[src/rtl/dual_fifo_wr_arb.sv]
// dual_fifo_wr_arb: round-robin arbiter with burst lock for the dual-issue write port of a dual_fifo.
// Define DUAL_FIFO_ARB_CNT_EN to build the per-requester transfer counters.
module dual_fifo_wr_arb #(
  parameter int Width = 32,
  parameter int CntW  = 16
) (
  input  logic             clk_i,
  input  logic             rst_ni,
  input  logic             flush_i,
  input  logic [1:0]       req0_valid_i,
  input  logic [Width-1:0] req0_data0_i,
  input  logic [Width-1:0] req0_data1_i,
  input  logic             req0_lock_i,
  output logic [1:0]       req0_rdy_o,
  input  logic [1:0]       req1_valid_i,
  input  logic [Width-1:0] req1_data0_i,
  input  logic [Width-1:0] req1_data1_i,
  input  logic             req1_lock_i,
  output logic [1:0]       req1_rdy_o,
  output logic [1:0]       fifo_wr_valid_o,
  output logic [Width-1:0] fifo_wr_data0_o,
  output logic [Width-1:0] fifo_wr_data1_o,
  input  logic [1:0]       fifo_wr_rdy_i,
  output logic [1:0]       grant_o,
  output logic [CntW-1:0]  xfer_cnt0_o,
  output logic [CntW-1:0]  xfer_cnt1_o
);
  localparam logic [1:0] IDLE = 2'd0, OWN0 = 2'd1, OWN1 = 2'd2;
  logic [1:0] st_q, st_d;
  logic       prio_q, prio_d;
  logic [1:0] v0, v1, vg, gnt, n;
  logic       k, lock_g;
  assign v0 = (req0_valid_i == 2'b10) ? 2'b00 : req0_valid_i;
  assign v1 = (req1_valid_i == 2'b10) ? 2'b00 : req1_valid_i;
  // Outputs are also gated while reset is held so a burst in flight is cut off at once.
  assign gnt = (!rst_ni || flush_i) ? 2'b00 :
               (st_q == OWN0) ? 2'b01 :
               (st_q == OWN1) ? 2'b10 :
               (v0[0] && v1[0]) ? (prio_q ? 2'b10 : 2'b01) : {v1[0], v0[0]};
  assign k      = gnt[1];
  assign lock_g = k ? req1_lock_i : req0_lock_i;
  assign vg     = gnt[0] ? v0 : gnt[1] ? v1 : 2'b00;
  assign n      = (vg == 2'b11 && fifo_wr_rdy_i == 2'b11) ? 2'd2 :
                  (vg[0] && fifo_wr_rdy_i[0]) ? 2'd1 : 2'd0;
  assign grant_o         = gnt;
  assign fifo_wr_valid_o = vg;
  assign fifo_wr_data0_o = gnt[0] ? req0_data0_i : gnt[1] ? req1_data0_i : '0;
  assign fifo_wr_data1_o = gnt[0] ? req0_data1_i : gnt[1] ? req1_data1_i : '0;
  assign req0_rdy_o      = gnt[0] ? fifo_wr_rdy_i : 2'b00;
  assign req1_rdy_o      = gnt[1] ? fifo_wr_rdy_i : 2'b00;
  always_comb begin
    st_d   = st_q;
    prio_d = prio_q;
    if (flush_i) begin
      st_d   = IDLE;
      prio_d = 1'b0;
    end else if (st_q == OWN0 || st_q == OWN1) begin
      if (!lock_g) begin
        st_d   = IDLE;
        prio_d = ~k;
      end
    end else begin
      st_d = IDLE;
      if (n != 2'd0) begin
        prio_d = ~k;
        st_d   = lock_g ? (k ? OWN1 : OWN0) : IDLE;
      end
    end
  end
  always_ff @(posedge clk_i or negedge rst_ni) begin
    if (!rst_ni) begin
      st_q   <= IDLE;
      prio_q <= 1'b0;
    end else begin
      st_q   <= st_d;
      prio_q <= prio_d;
    end
  end
`ifdef DUAL_FIFO_ARB_CNT_EN
  logic [CntW-1:0] cnt0_q, cnt0_d, cnt1_q, cnt1_d;
  assign cnt0_d = flush_i ? '0 : cnt0_q + (gnt[0] ? CntW'(n) : '0);
  assign cnt1_d = flush_i ? '0 : cnt1_q + (gnt[1] ? CntW'(n) : '0);
  always_ff @(posedge clk_i or negedge rst_ni) begin
    if (!rst_ni) begin
      cnt0_q <= '0;
      cnt1_q <= '0;
    end else begin
      cnt0_q <= cnt0_d;
      cnt1_q <= cnt1_d;
    end
  end
  assign xfer_cnt0_o = cnt0_q;
  assign xfer_cnt1_o = cnt1_q;
`else
  assign xfer_cnt0_o = '0;
  assign xfer_cnt1_o = '0;
`endif
`ifndef SYNTHESIS
  always @(posedge clk_i) begin
    if (rst_ni) begin
      assert (req0_valid_i != 2'b10) else $warning("req0_valid_i=10 is illegal, treated as 00");
      assert (req1_valid_i != 2'b10) else $warning("req1_valid_i=10 is illegal, treated as 00");
    end
  end
`endif
endmodule

[config.mk]
export PLATFORM = sky130hd
export DESIGN_NAME = dual_fifo_wr_arb
export DESIGN_NICKNAME = d
export VERILOG_FILES = /design/src/rtl/dual_fifo_wr_arb.sv
export SDC_FILE = /design/constraint.sdc
export NUM_CORES = 1
export LEC_CHECK = 0
export ABC_AREA = 1
export BUFFER_PORTS_ARGS = -buffer_cell sky130_fd_sc_hd__buf_2
export CAP_MARGIN = 0
export CORE_AREA = 3 3 92 94
export CTS_BUF_LIST = sky130_fd_sc_hd__clkbuf_4
export DETAILED_ROUTE_END_ITERATION = 10
export DIE_AREA = 0 0 95 97
export PLACE_DENSITY_LB_ADDON = 0.05
export SYNTH_ARGS = -nofsm -noshare
export SYNTH_HDL_FRONTEND = slang
export SYNTH_SLANG_ARGS = --single-unit
[constraint.sdc]
create_clock -name clk_i -period 2.6 [get_ports clk_i]
set_input_delay 0.78 -clock clk_i [delete_from_list [all_inputs] [get_ports clk_i]]
set_output_delay 0.78 -clock clk_i [all_outputs]
set_load 0.02 [all_outputs]
==> results of run 1 <==
## sequential cells by signal, indices dropped and copies added, names as in the netlist
signal,count
prio_q,1
st_q,2
## per-stage QoR
stage	setup slack, ns	util [%]
3_3_place_gp	-0.09409	30.02
4_1_cts	-0.03016	32.30
5_1_grt	-0.01465	37.40
6_report	0.03036	37.40
2_1_floorplan	0.1535	-
3_5_place_dp	-0.09553	30.02
## final timing paths
check | start | endpoint | slack [ns] | depth (start not counted)
worst max-delay path | req1_valid_i[0] | fifo_wr_data1_o[4] | 0.03 | 8
worst min-delay path | rst_ni | prio_q | 0.45 | 2
max in group asynchronous | rst_ni | st_q[0] | 2.06 | 2
min in group clk_i | prio_q | prio_q | 0.55 | 2
worst max register to register | st_q[0] | prio_q | 0.79 | 11
worst min register to register | prio_q | prio_q | 0.55 | 2
## cells in the mapped netlist
cell type and count:
nor3_4 1, nand3_2 1, o22ai_1 2, ha_1 2
buf_2 6, inv_1 9, a22o_1 64, nand3_1 8
buf_6 8, nand2_2 1, inv_2 2, dfrtp_1 3
nand2_1 14, buf_4 32, conb_1 1, nor2_1 8
nand2_4 1
## cells by family (layout without fill, tap and decap cells)
logic type	Yosys count	count (layout)	share of synthesized area [%]
simple gates	34	34	13.37
buf+inv	57	248	32.26
other cells	1	32	0.3012
fa+ha+maj	2	2	2.010
compound gates	66	66	46.03
flops	3	3	6.030
## metal layers
| metal | track usage [%] | vias up | part of all wire (%) |
|---|---|---|---|
| met5 | 0 | - | 0 |
| met4 | 2.553 | 0 | 0.89 |
| met3 | 1.555 | 6 | 6.7 |
| met2 | 30.42 | 101 | 59 |
| met1 | 14.29 | 959 | 34 |
| li1 | - | 996 | - |
## what timing repair did
item,4_1_cts,5_1_grt
gates cloned,1,8
endpoints found under the setup margin,64,66
hold endpoints to repair,0,0
gates resized for setup,47,73
setup buffers,0,2
pin swaps,1,1
## power groups by stage
stage | registers [mW] | logic (mW) | clock network [mW]
CTS | 0.0508 | 0.438 | 0.0963
global placement | 0.0511 | 0.412 | 0
finish | 0.0516 | 0.506 | 0.0903
detailed placement | 0.0511 | 0.409 | 0
floorplan | 0.0504 | 0.260 | 0
global route | 0.0519 | 0.541 | 0.102
## layout make-up
type                    count  area [µm²]  area share, %
flip-flops and latches      3       75.07          2.597
inverters                  11       63.81          2.208
repair buffers            233        1667          57.66
multi-input cells         134       927.1          32.08
well taps                 102       127.6          4.416
clock buffers               4       30.03          1.039
==> flow_metrics.py, run 1 <==
metrics = {
    "outcome": {
        "status": "complete, no violations",
    },
    "drt": {
        "drt-total-wl_um": 8313,
        "wl_per_cell_um": 17.07,
        "drc": 0,
        "drt-initial-drc-count": 35,
        "vias": 2062,
        "postRouteAntennaNets": 0,
        "firstDrtPassIters": 4,
        "post_drt_via_cell_ratio": 4.234,
    },
    "place": {
        "dp_hpwl_um": 6457,
        "dp_cells": 472,
        "dpl_cell_area_mm2": 0.002320,
        "numPortBuffers": 210,
        "gp_congestion": 0.8144,
    },
    "finish": {
        "layout.cells.non_filler": 487,
        "syn_to_final_growth_pct": 132.2,
        "design_area_mm2": 0.002890,
        "diodes": 0,
        "mostFrequentLayoutCells": "buf_2, a22o_1, buf_6",
        "drive_gt1_share_pct": 65.71,
        "final_common_cell": "buf_2",
        "filler_cell_count": 844,
        "final_nets": 527,
    },
    "clock_tree": {
        "clkSlewWorstSetupHoldPaths_ns": 0.04,
        "clockRootBuffer": "clkbuf_4",
        "cts.hold.buffers_added": 0,
        "cts_sinks": 3,
        "cts_max_level": 1,
        "cts_tree": "built",
        "insertion_delay_ns": 0.23,
        "cts_buffers": 3,
        "cts_max_path_buffers": 2,
    },
    "logic_synthesis": {
        "synthTopCellsByArea": "a22o_1, buf_4, buf_6, dfrtp_1, nand2_1",
        "yosysTopAreaCellShare_pct": 45.03,
        "syn_inst": 163,
        "synth_area_leader_cell": "a22o_1",
        "synth-seq-area-share_pct": 6.030,
        "synth_cell_types": 17,
        "syn_area_mm2": 0.001245,
        "synth-seq-cells": 3,
        "syn_area_per_cell_um2": 7.638,
        "yosys_warnings": 0,
    },
    "sta": {
        "setup_tns_ns": 0,
        "rsz0062_at_grt": "true",
        "clock.fmax_mhz": 389.2,
        "min_period_ns": 2.570,
        "slew_violations": 0,
        "timing.hold.ws_ns": 0.4470,
        "setup_violations": 0,
        "period_share_pct": 98.83,
        "hold_viol": 0,
        "finClkSkew_ns": 0.002255,
    },
    "power": {
        "power.density_mw_per_mm2": 224.3,
        "p_leak_nw": 1.686,
        "p_seq_share_pct": 8.0,
        "p_switching_mw": 0.2845,
        "intPower_mw": 0.3636,
        "p_total_mw": 0.6482,
        "power_frac_comb_pct": 78.1,
        "ir_drop_v": 0.0002198,
        "switching_share_pct": 43.90,
        "clockPowerShare_pct": 13.9,
    },
    "die": {
        "die_h_um": 97,
        "dieArea_mm2": 0.009215,
        "num_io_pins": 243,
        "coreArea_mm2": 0.007727,
        "start_util_pct": 16.11,
        "die_w_um": 95,
        "rows": 32,
    },
    "worst_setup_path": {
        "crit_path_end_kind": "primary output",
        "critPathArrivalTime_ns": 1.79,
        "max_stage_delay_ns": 0.24,
        "cp_slowest_cell": "a22o_1",
        "cp_top_family": "buffers and inverters",
        "crit_top_cell": "nand2_4",
        "cp_cell_sequence": "buf_8, nand2_4, nand3_4, nand2_4, clkinv_8, clkbuf_16, a22o_1, buf_6",
        "crit_buf_inv": 4,
        "cp-start-kind": "primary input",
        "worst-path-max-fanout": 8,
        "critPathKind": "in2out",
        "cp.required_ns": 1.82,
    },
    "grt": {
        "grt_pass1_vias": 1855,
        "antenna_found_initial": 0,
        "grt.total_usage_pct": 14.35,
        "grt_max_degree": 38,
        "grt_overflow": 0,
        "grt_pass1_wl_um": 10430,
    },
    "worst_hold_path": {
        "holdCritPathClass": "in2async",
    },
    "flow_run": {
        "maxCapViolCount": 0,
    },
}
No activity file was read; power rests on OpenSTA's default activity.
==> run 2, diff against run 1 <==
- ABC_AREA: 1 -> not set
- CORE_AREA: 3 3 92 94 -> 3 3 94 96
- DIE_AREA: 0 0 95 97 -> 0 0 97 99
==> flow_metrics.py, run 2 <==
metrics = {
    "sta": {
        "slew_violations": 0,
        "rsz0062_at_grt": "true",
        "hold_viol": 0,
        "min_period_ns": 2.901,
        "setup_tns_ns": -18.32,
        "setup_ws_ns": -0.3011,
        "finClkSkew_ns": 0.005095,
        "period_share_pct": 111.6,
        "setup_violations": 69,
        "clock.fmax_mhz": 344.7,
    },
    "drt": {
        "drt-total-wl_um": 8644,
        "firstDrtPassIters": 4,
        "drc": 0,
        "vias": 2141,
        "post_drt_via_cell_ratio": 4.343,
        "postRouteAntennaNets": 0,
        "drt-initial-drc-count": 35,
        "wl_per_cell_um": 17.53,
    },
    "power": {
        "p_seq_share_pct": 6.9,
        "p_leak_nw": 2.005,
        "ir_drop_v": 0.0002343,
        "clockPowerShare_pct": 13.3,
        "power.density_mw_per_mm2": 206.7,
        "switching_share_pct": 42.47,
        "p_switching_mw": 0.3156,
        "intPower_mw": 0.4276,
        "p_total_mw": 0.7433,
        "power_frac_comb_pct": 79.8,
    },
    "die": {
        "dieArea_mm2": 0.009603,
        "num_io_pins": 243,
        "start_util_pct": 15.69,
        "die_w_um": 97,
        "die_h_um": 99,
        "rows": 33,
        "coreArea_mm2": 0.008134,
    },
    "worst_hold_path": {
        "holdCritPathClass": "in2async",
    },
    "worst_setup_path": {
        "crit_path_end_kind": "primary output",
        "r2r_slack_ns": 0.75,
        "crit_top_cell": "buf_6",
        "max_stage_delay_ns": 0.36,
        "ff2ff_path_depth": 6,
        "cp-start-kind": "primary input",
        "cp.required_ns": 1.82,
        "r2r_start": "st_q[1]",
        "cp_cell_sequence": "buf_6, or3b_4, and3_4, buf_12, clkbuf_16, a22o_1, buf_6",
        "cp_slowest_cell": "or3b_4",
        "critPathKind": "in2out",
        "r2r_end": "st_q[0]",
        "worst-path-max-fanout": 8,
        "critPathArrivalTime_ns": 2.12,
    },
    "finish": {
        "final_common_cell": "buf_2",
        "top_register": "st_q",
        "drive_gt1_share_pct": 78.35,
        "mostFrequentLayoutCells": "buf_2, buf_6, a22o_4",
        "utilization_pct": 44.21,
        "largest_register_ffs": 2,
        "diodes": 0,
        "layout.cells.non_filler": 493,
        "final_nets": 530,
        "syn_to_final_growth_pct": 181.8,
        "reg.largest.list": "st_q x2, prio_q x1",
    },
    "logic_synthesis": {
        "synthArstFlopShare_pct": 100.0,
        "syn_area_per_cell_um2": 7.976,
        "yosys_warnings": 0,
        "yosysTopAreaCellShare_pct": 44.61,
        "syn_inst": 160,
        "synth_flop_cell": "dfrtp_1",
        "synth.most_common_cell": "a22o_1",
        "synthTopCellsByArea": "a22o_1, buf_4, dfrtp_1, buf_2, and3_1",
        "synth_edf_count": 0,
        "syn_area_mm2": 0.001276,
        "synth-seq-cells": 3,
        "synth_cell_types": 32,
        "synth_area_leader_cell": "a22o_1",
        "synth-seq-area-share_pct": 5.882,
        "ys_top_cells_by_count": "a22o_1, buf_4, buf_2, inv_1, and3_1",
    },
    "clock_tree": {
        "cts_max_level": 1,
        "cts.hold.buffers_added": 0,
        "cts_buffers": 3,
        "cts_sinks": 3,
        "insertion_delay_ns": 0.24,
        "clkSlewWorstSetupHoldPaths_ns": 0.04,
        "cts_max_path_buffers": 2,
        "cts_tree": "built",
        "clockRootBuffer": "clkbuf_4",
    },
    "place": {
        "dp_hpwl_um": 6679,
        "gp_congestion": 0.7964,
        "numPortBuffers": 210,
        "dp_cells": 477,
    },
    "outcome": {
        "status": "finished with violations",
        "failed_checks": "setup timing",
    },
    "grt": {
        "grt_pass1_vias": 2025,
        "grt_max_degree": 35,
        "grt.total_usage_pct": 14.69,
        "antenna_found_initial": 0,
        "grt_overflow": 0,
        "grt_pass1_wl_um": 11560,
    },
    "flow_run": {
        "maxCapViolCount": 0,
    },
}
[run 2: changes by cell type in the layout (fill, tap and decap cells not counted), sizes merged, moves of 3 or more]
cell and delta:
and2 +3, and3 +6, buf +7, inv -4, nand2 -13, nand3 -7, nor2 -7, o211ai +4
[run 2: cell families (layout without fill, tap and decap cells)]
| group | after synthesis | after routing | synth area share (%) |
|---|---|---|---|
| AO/OA/AOI/OAI | 79 | 79 | 53.92 |
| adder cells (fa/ha/maj) | 2 | 2 | 1.960 |
| buffers and inverters | 54 | 251 | 27.35 |
| flip-flops | 3 | 3 | 5.882 |
| other | 1 | 32 | 0.2938 |
| AND/OR/NAND/NOR | 21 | 21 | 10.59 |
[run 2: timing repair]
item                       in CTS  in global routing
setup buffers                   0                  4
gates resized for setup       103                 51
setup endpoints to repair      70                 70
hold endpoints to repair        0                  0
pin swaps                       1                 54
cloned                          0                  8
[run 2: stage by stage]
step           worst slack, ns  hold slack [ns]  instance area (µm²)
6_report               -0.3011           0.4419                 3596
5_1_grt                -0.3212           0.4484                 3596
4_1_cts                -0.2563           0.4271                 3212
3_5_place_dp           -0.2589           0.6368                 2856
3_3_place_gp           -0.2565           0.6249                 2856
2_1_floorplan          -0.1140           0.4844                 1844
[run 2: final cells by class]
type | instances | area (µm²)
fill | 814 | 4538
timing repair buffer | 241 | 1924
inverter | 6 | 22.52
sequential | 3 | 75.07
tap | 105 | 131.4
multi-input combinational | 134 | 1413
clock buffer | 4 | 30.03
[run 2: metal layers]
metal | part of all wire (%) | wire length (µm) | up-vias | global-route usage [%]
li1 | - | - | 1027 | -
met1 | 38 | 3242 | 1000 | 17.20
met2 | 56 | 4814 | 101 | 28.45
met3 | 5.4 | 467 | 13 | 2.265
met4 | 1.4 | 121 | 0 | 2.376
met5 | 0 | 0 | - | 0
[run 2: worst max path at each step]
| stage | start | end | slack [ns] | cells after the start |
|---|---|---|---|---|
| finish | req0_valid_i[0] | fifo_wr_data0_o[9] | -0.30 | 7 |
| global route | req0_valid_i[0] | fifo_wr_data0_o[15] | -0.32 | 7 |
| CTS | st_q[0] | fifo_wr_data1_o[5] | -0.26 | 7 |
| detailed placement | req0_valid_i[0] | fifo_wr_data1_o[25] | -0.26 | 6 |
| global placement | req0_valid_i[0] | fifo_wr_data1_o[10] | -0.26 | 6 |
| floorplan | req0_valid_i[0] | fifo_wr_valid_o[1] | -0.11 | 6 |
[run 2: power by group through the flow]
stage	registers [mW]	logic (mW)	clock network (mW)
after detailed placement	0.0516	0.485	0
after global placement	0.0517	0.484	0
after CTS	0.0509	0.542	0.101
final	0.0512	0.593	0.0987
after floorplan	0.0518	0.307	0
after global routing	0.0511	0.630	0.103
[run 2: critical path: cells and delay by family]
| kind | cells | cell delay [ns] |
|---|---|---|
| AND/OR/NAND/NOR | 2 | 0.56 |
| buffers and inverters | 4 | 0.52 |
| AO/OA/AOI/OAI | 1 | 0.24 |
